<file path="src/rtl/latency_sched.sv">
// Programmable-delay event scheduler: each accepted event waits its own
// delay in a slot, then is presented on a valid/ready port by slot priority.
module latency_sched #(
    parameter int SLOTS = 4,
    parameter int DLY_W = 8,
    parameter int TAG_W = 4
) (
    input  logic                       clock,
    input  logic                       rst,
    input  logic                       flush,
    input  logic                       in_valid,
    output logic                       in_ready,
    input  logic [DLY_W-1:0]           in_delay,
    input  logic [TAG_W-1:0]           in_tag,
    output logic                       out_valid,
    input  logic                       out_ready,
    output logic [TAG_W-1:0]           out_tag,
    output logic                       out_late,
    output logic [$clog2(SLOTS+1)-1:0] busy_cnt
);

    localparam int CW = $clog2(SLOTS + 1);

    logic [SLOTS-1:0] occ_q, occ_d;
    logic [SLOTS-1:0] late_q, late_d;
    logic [DLY_W-1:0] cnt_q [SLOTS];
    logic [DLY_W-1:0] cnt_d [SLOTS];
    logic [TAG_W-1:0] tag_q [SLOTS];
    logic [TAG_W-1:0] tag_d [SLOTS];

    logic [SLOTS-1:0] due;
    logic [SLOTS-1:0] sel_oh;
    logic [SLOTS-1:0] free_oh;
    logic             found_due;
    logic             found_free;
    logic [CW-1:0]    busy_w;
    logic             pop;
    logic             acc;

    // One-hot pickers keep the lowest-index due slot and lowest free slot.
    always_comb begin
        due        = '0;
        sel_oh     = '0;
        free_oh    = '0;
        found_due  = 1'b0;
        found_free = 1'b0;
        busy_w     = '0;
        for (int i = 0; i < SLOTS; i++) begin
            due[i] = occ_q[i] && (cnt_q[i] == '0);
            busy_w = busy_w + CW'(occ_q[i]);
            if (due[i] && !found_due) begin
                sel_oh[i] = 1'b1;
                found_due = 1'b1;
            end
            if (!occ_q[i] && !found_free) begin
                free_oh[i] = 1'b1;
                found_free = 1'b1;
            end
        end
    end

    always_comb begin
        out_valid = !rst && found_due;
        out_tag   = '0;
        out_late  = 1'b0;
        for (int i = 0; i < SLOTS; i++) begin
            if (sel_oh[i] && !rst) begin
                out_tag  = tag_q[i];
                out_late = late_q[i];
            end
        end
        in_ready = !rst && !flush && found_free;
        busy_cnt = rst ? '0 : busy_w;
        pop      = out_valid && out_ready && !flush;
        acc      = in_valid && in_ready;
    end

    always_comb begin
        occ_d  = occ_q;
        late_d = late_q;
        cnt_d  = cnt_q;
        tag_d  = tag_q;
        for (int i = 0; i < SLOTS; i++) begin
            if (occ_q[i] && (cnt_q[i] != '0)) begin
                cnt_d[i] = cnt_q[i] - DLY_W'(1);
            end
            if (due[i]) begin
                if (pop && sel_oh[i]) begin
                    occ_d[i] = 1'b0;
                end else begin
                    late_d[i] = 1'b1;
                end
            end
            // Target slot is free in registered state, so it never collides with a pop.
            if (acc && free_oh[i]) begin
                occ_d[i]  = 1'b1;
                cnt_d[i]  = in_delay;
                tag_d[i]  = in_tag;
                late_d[i] = 1'b0;
            end
        end
        if (flush) begin
            occ_d  = '0;
            late_d = '0;
        end
    end

    always_ff @(posedge clock) begin
        if (rst) begin
            occ_q  <= '0;
            late_q <= '0;
            for (int i = 0; i < SLOTS; i++) begin
                cnt_q[i] <= '0;
                tag_q[i] <= '0;
            end
        end else begin
            occ_q  <= occ_d;
            late_q <= late_d;
            for (int i = 0; i < SLOTS; i++) begin
                cnt_q[i] <= cnt_d[i];
                tag_q[i] <= tag_d[i];
            end
        end
    end

endmodule
</file>
<file path="config.mk">
export PLATFORM = sky130hd
export DESIGN_NAME = latency_sched
export DESIGN_NICKNAME = d
export VERILOG_FILES = /design/src/rtl/latency_sched.sv
export SDC_FILE = /design/constraint.sdc
export NUM_CORES = 1
export LEC_CHECK = 0
export CAP_MARGIN = 5
export CORE_MARGIN = 2
export CORE_UTILIZATION = 58
export DETAILED_ROUTE_END_ITERATION = 16
export PLACE_DENSITY = 0.89
export SLEW_MARGIN = 20
export SYNTH_ARGS = -nofsm -noshare
export SYNTH_HDL_FRONTEND = slang
export SYNTH_SLANG_ARGS = --single-unit
</file>
<file path="constraint.sdc">
create_clock -name clock -period 2.3 [get_ports clock]
set_input_delay 0.345 -clock clock [delete_from_list [all_inputs] [get_ports clock]]
set_output_delay 0.345 -clock clock [all_outputs]
set_load 0.005 [all_outputs]
</file>
==> results of run 1 <==
## critical path, delay by kind of cell (launching register included)
| kind | cells | cell delay, ns |
|---|---|---|
| AND/OR/NAND/NOR | 3 | 0.75 |
| AO/OA/AOI/OAI | 2 | 0.24 |
| buffers and inverters | 3 | 0.45 |
| flip-flops | 1 | 0.38 |
## per-stage QoR
step	cells	TNS, ns	area, um2
2_1_floorplan	417	0	3210
3_3_place_gp	553	-0.824	3930
3_5_place_dp	553	-1.26	3930
4_1_cts	567	-0.0914	4210
5_1_grt	571	-0.991	4260
6_report	571	-0.545	4260
## synth_stat cells, types with 6 or more instances
library cell / number / share of area (%)
nand2_1: 68 / 7.9
dfxtp_1: 56 / 35
a21oi_1: 45 / 7.0
nor2_1: 35 / 4.1
clkbuf_1: 16 / 1.9
nand3_1: 15 / 2.3
a211oi_1: 14 / 3.3
inv_1: 14 / 1.6
nor3_1: 14 / 2.2
ha_1: 12 / 4.7
o21ai_0: 12 / 1.9
a21o_1: 8 / 1.9
a31oi_1: 7 / 1.4
nor2b_1: 7 / 1.4
buf_2: 6 / 0.94
nand4_1: 6 / 1.2
xor2_1: 6 / 1.6
## registers in the layout (all words and copies together), names as in the netlist
name    count
cnt_q      32
late_q      4
occ_q       4
tag_q      16
## power groups by stage
stage | logic [W] | clock network (W) | registers (W)
6_report | 0.000259 | 0.000687 | 0.000996
5_1_grt | 0.000275 | 0.000713 | 0.000997
4_1_cts | 0.000247 | 0.000679 | 0.000995
3_5_place_dp | 0.000235 | 0 | 0.00102
3_3_place_gp | 0.000228 | 0 | 0.00101
2_1_floorplan | 0.000118 | 0 | 0.00102
## logic make-up after synthesis
kind of cell / count (synthesis) / synth area share, %
AND/OR/NAND/NOR: 186 / 29.4
XOR/XNOR: 10 / 2.73
multiplexers: 3 / 1.01
flip-flops: 56 / 34.9
AO/OA/AOI/OAI: 112 / 22.1
adder cells (fa/ha/maj): 13 / 5.30
buffers and inverters: 37 / 4.56
## worst min path at each step
| stage | cells past startpoint | slack (ns) | end | from |
|---|---|---|---|---|
| 6_report | 2 | 0.34 | cnt_q[31] | rst |
| 5_1_grt | 2 | 0.35 | cnt_q[31] | rst |
| 4_1_cts | 2 | 0.35 | cnt_q[31] | rst |
| 3_5_place_dp | 2 | 0.45 | tag_q[13] | tag_q[13] |
| 3_3_place_gp | 2 | 0.44 | tag_q[13] | tag_q[13] |
| 2_1_floorplan | 2 | 0.44 | tag_q[1] | tag_q[1] |
## timing repair
| item | CTS | global route |
|---|---|---|
| buffers inserted | 5 | 4 |
| endpoints found under the setup margin | 9 | 7 |
| gates resized for setup | 73 | 7 |
| cloned | 1 | 0 |
| pin swaps | 20 | 10 |
## cell type report
| cell class | count | area, um2 |
|---|---|---|
| Fill cell | 318 | 1170 |
| Tap cell | 72 | 90.1 |
| Multi-Input combinational cell | 325 | 2100 |
| Clock inverter | 2 | 38.8 |
| Sequential cell | 56 | 1130 |
| Inverter | 14 | 52.6 |
| Timing Repair Buffer | 96 | 774 |
| Clock buffer | 6 | 72.6 |
## layer usage
metal / up-vias / GRT usage, % / routed length, um
met5: - / 0 / 0
met1: 1750 / 43.4 / 4020
met3: 83 / 7.24 / 1160
li1: 1645 / - / -
met2: 312 / 61.7 / 5480
met4: 0 / 19.1 / 659
==> metrics.md, run 1 <==
| Metric | Value |
|---|---|
| Clk sinks | 56 |
| HPWL after detailed placement | a little over 7 mm |
| Synth cell types | 60 |
| Crit. End Element | primary output |
| Routability congestion estimate from global placement | 0.944 |
| Crit-path max cell delay | 0.47 ns |
| Layout Nets | 528 |
| Reg-to-Reg Start | cnt_q[16] |
| Total Power | 0.00194 W |
| Status | complete, but fails checks |
| Antenna violation net count after detailed routing | 0 |
| Fin crit share | 108% |
| Ant diodes | 0 |
| P per Cell Area | 455 mW/mm2 |
| Clock slew at reported path FFs | 0.11 ns |
| Starting Density | 59.0% |
| Sequential share of the synthesized area | 34.9% |
| Comb power frac | 13.3% |
| # H-tree levels | 2 |
| Critical Path RT | roughly 2.0 ns |
| Synthesized cell area | 0.00321 mm2 |
| CP max-delay cell | nor3_1 |
| Syn avg cell area | about 7.7 um2 |
| Most frequent cells in the layout | nand2_1 (66), buf_4 (64), dfxtp_1 (47) |
| Min-Delay Path Class | primary input to flip-flop |
| Clk_lat worst skew | 0.33 ns |
| Row count | 27 |
| Crit-path max FO | 5 |
| Routed WL | about 11 mm |
| Flop pwr share | 51.3% |
| Final WS setup | -0.183 ns |
| Synthesis Warnings | 0 |
| FF-to-FF End | cnt_q[21] |
| Largest net degree at the start of global routing | 32 |
| CTS tree | yes |
| Synthesis-to-finish area growth | 32.8% |
| IO Pins | 27 |
| Post-route minimum period | around 2.5 ns |
| Switching part of the total | 26.3% |
| Maximum vdd drop | 306 uV |
| Vias in the first global route | ~3700 |
| First-pass GRT wire length | around 18 mm |
| Remaining DRCs | 0 |
| Ys async rst share | 0% |
| Commonest non-fill, non-tap cell in the layout | nand2_1 |
| Initial DRC Count | 649 |
| CTS root buffer | clkbuf_8 |
| Drt wl/cell | 19.8 um |
| P_sw | between 0.0005 and 0.0006 W |
| Final Util | roughly 80% |
| Share of total power in the clock network | 35.4% |
| Slew headroom | between 50 and 60% |
| Hold WS | 0.345 ns |
| Die width | 78.4 um |
| CP endpoint | out_tag[3] |
| Worst r2r path cells | 8 |
| GRT overflow | 0 |
| Measured slew at the worst slew-check pin | 0.658 ns |
| Pre-CTS WS | -0.238 ns |
| I/O Buffers | 26 |
| Core area | 0.00544 mm2 |
| Power Internal | roughly 0.0014 W |
| Synth Register Bits | between 50 and 60 |
| Post-Syn Instances | 417 |
| Worst Clk Skew | 0.0123 ns |
| RSZ-0062 raised after global routing | true |
| Die Y | 78.4 um |
| # hold bufs at CTS | 0 |
| Register-to-Register Setup Slack | 0.14 ns |
| Overall Global Routing Usage | a little over a third |
| Synth Flop Type | dfxtp_1 |
| CTS Buf Count | 5 |
| Post-Syn Nets | ~450 |
| MaxCap Viol Count | 0 |
| DIE AREA | about 0.006 mm2 |
| Pleak | 1.66 nW |
| CP startpoint kind | flip-flop |
| Crit path launch | cnt_q[21] |
| Via count | 3790 |
| Share of layout cells above drive strength 1 | a little over a quarter |
| Via-to-Cell Ratio | 6.64 |
| CP arrival | between 2 and 2.5 ns |
| Slew Limit Fails | 0 |
| Setup Viol. Count Final | 6 |
| WS Path Type | flip-flop to primary output |
| Final Hold Fails | 0 |
| Failing checks | setup timing |
| Clock Path Buffers | 2 |
| Fmax | approximately 400 MHz |
| Worst path cell trace | nor3_1 -> nand3_2 -> buf_6 -> buf_4 -> nand4_1 -> a21o_1 -> a31oi_1 -> buf_2 |
| Drt pass-1 iters | 5 |
| Post-synth EDFFs | 0 |
| Initial antenna violation count | 0 |
Power figures use the tool's default switching activity.
==> inputs of run 2 (changes only) <==
Settings changed: CORE_UTILIZATION 58 to 62, HOLD_SLACK_MARGIN from default to 0.05, PLACE_DENSITY 0.89 to 0.94.
Clock period 2.3 ns to 2.95 ns, I/O delays scaled along.
==> metrics.md, run 2 (synthesis gave the netlist of run 1 again) <==
| Metric | Value |
|---|---|
| Status | complete, but fails checks |
| Failing checks | setup timing |
| Layout Nets | 476 |
| Comb power frac | roughly an eighth |
| CTS root buffer | clkbuf_8 |
| CTS tree | yes |
| Drt wl/cell | between 15 and 20 um |
| # hold bufs at CTS | 0 |
| Flop pwr share | between 50% and 60% |
| Max reg flops | 32 |
| MaxCap Viol Count | 0 |
| Row count | 26 |
| Remaining DRCs | 0 |
| Final Util | 75.8% |
| Vias in the first global route | 2982 |
| Fmax | 337 MHz |
| Critical Path RT | 2.51 ns |
| Fin crit share | 100% |
| Crit. End Element | primary output |
| IO Pins | 27 |
| P per Cell Area | 357 mW/mm2 |
| Ant diodes | 0 |
| Largest regs | cnt_q: 32 flops, tag_q: 16 flops |
| Most frequent cells in the layout | nand2_1 (66), dfxtp_1 (50), a21oi_1 (44) |
| Final Hold Fails | 0 |
| Fillers | 349 |
| Maximum vdd drop | 358 uV |
| Initial DRC Count | 505 |
| Starting Density | 63.7% |
| Crit-path max FO | 9 |
| Switching part of the total | 26.5% |
| Share of total power in the clock network | between 30% and 40% |
| GRT overflow | 0 |
| Routed WL | 9.46 mm |
| Pleak | around 1.4 nW |
| DIE AREA | just under 0.006 mm2 |
| Initial antenna violation count | 0 |
| Synthesis-to-finish area growth | 19.0% |
| Die Y | 76.0 um |
| Post-route minimum period | 2.96 ns |
| Via count | 3464 |
| Core area | 0.00504 mm2 |
| Routability congestion estimate from global placement | 0.956 |
| Clock Path Buffers | 2 |
| Pre-CTS WS | 0.119 ns |
| Slew Limit Fails | 0 |
| Die width | 76.0 um |
| # placed instances | 502 |
| I/O Buffers | 26 |
| Setup Viol. Count Final | 1 |
| Placed cell area | 0.00355 mm2 |
| HPWL after detailed placement | 6.18 mm |
| Final instance area | 0.00382 mm2 |
| CP arrival | 2.52 ns |
| Clock slew at reported path FFs | 0.10 ns |
| Largest net degree at the start of global routing | 28 |
| WS Path Type | flip-flop to primary output |
| Measured slew at the worst slew-check pin | 0.688 ns |
| Final std cells w/o fill | a little over 500 |
| Commonest non-fill, non-tap cell in the layout | nand2_1 |
| Share of layout cells above drive strength 1 | 14.1% |
| Largest Register | cnt_q |
| Clk sinks | 56 |
| RSZ-0062 raised after global routing | true |
| Via-to-Cell Ratio | 6.71 |
| Final WS setup | -0.0137 ns |
| Overall Global Routing Usage | 30.1% |
| Power Internal | 0.00100 W |
| CTS Buf Count | 5 |
| Drt pass-1 iters | 6 |
| Worst Clk Skew | 0.0118 ns |
| First-pass GRT wire length | 14.3 mm |
| P_sw | 0.000361 W |
| Min-Delay Path Class | flip-flop to flip-flop |
| Antenna violation net count after detailed routing | 0 |
| CP startpoint kind | flip-flop |
| Slew headroom | about 54% |
| # H-tree levels | 2 |
| Clk_lat worst skew | 0.32 ns |
[run 2: cell types whose count changed in the layout (fill, tap and decap cells not counted), moves of 3 or more]
cell             change
buf_2                -7
buf_4               -47
buf_6                -4
clkdlybuf4s50_1      +6
dfxtp_1              +3
dfxtp_2              -3
dlymetal6s2s_1       +3
ha_1                 +4
inv_1                +5
inv_2                -5
nand3_1              +3
nand3_2              -3
[run 2: area by class of cell]
type                       instances  area (um2)  share of cell area, %
inverter                          14        52.6                   1.38
timing repair buffer              44         402                   10.5
tap                               70        87.6                   2.29
sequential                        56        1130                   29.5
clock buffer                       5        68.8                   1.80
clock inverter                     2        12.5                  0.328
multi-input combinational        325        2070                   54.1
[run 2: path summary, 6_finish.rpt]
kind | from | end | slack [ns] | depth (start not counted)
worst min register to register | tag_q[1] | tag_q[1] | 0.47 | 2
worst min-delay path | tag_q[1] | tag_q[1] | 0.47 | 2
worst max register to register | occ_q[0] | cnt_q[17] | 0.70 | 7
worst max-delay path | cnt_q[16] | out_late | -0.01 | 9
[run 2: power groups by stage]
stage | clock [W] | combinational [W] | sequential, W
floorplan | 0 | 0.0000923 | 0.000793
global placement | 0 | 0.000146 | 0.000795
detailed placement | 0 | 0.000151 | 0.000796
CTS | 0.000412 | 0.000153 | 0.000779
global route | 0.000444 | 0.000179 | 0.000783
finish | 0.000414 | 0.000166 | 0.000781
[run 2: what timing repair did]
item | in CTS | in global routing
pin swaps | 0 | 5
cloned | 0 | 1
buffers inserted | 0 | 6
setup endpoints to repair | 6 | 7
resized for setup | 9 | 24
[run 2: per-layer routing]
metal  routed length, um  share of wire [%]  up-vias  global-route usage (%)
met5                   0                  0        -                       0
met4                 264                2.8        0                    8.73
met3                 993                 11       39                    5.36
met2                4590                 48      261                    53.1
met1                3610                 38     1612                    37.7
li1                    -                  -     1552                       -
[run 2: stage by stage]
stage | power (W) | setup TNS, ns | hold WS, ns
global placement | 0.000942 | 0 | 0.445
detailed placement | 0.000946 | 0 | 0.453
floorplan | 0.000885 | 0 | 0.436
CTS | 0.00134 | -0.106 | 0.467
global route | 0.00141 | -0.226 | 0.492
finish | 0.00136 | -0.0137 | 0.467
[run 2: critical path, cell delays in order, from the launching register on]
cell             delay, ns
dfxtp_2               0.35
inv_1                 0.08
ha_1                  0.17
nor4b_4               0.30
nand3_2               0.17
buf_4                 0.21
nand4_2               0.14
nor2_1                0.07
a31oi_1               0.17
clkdlybuf4s50_1       0.53
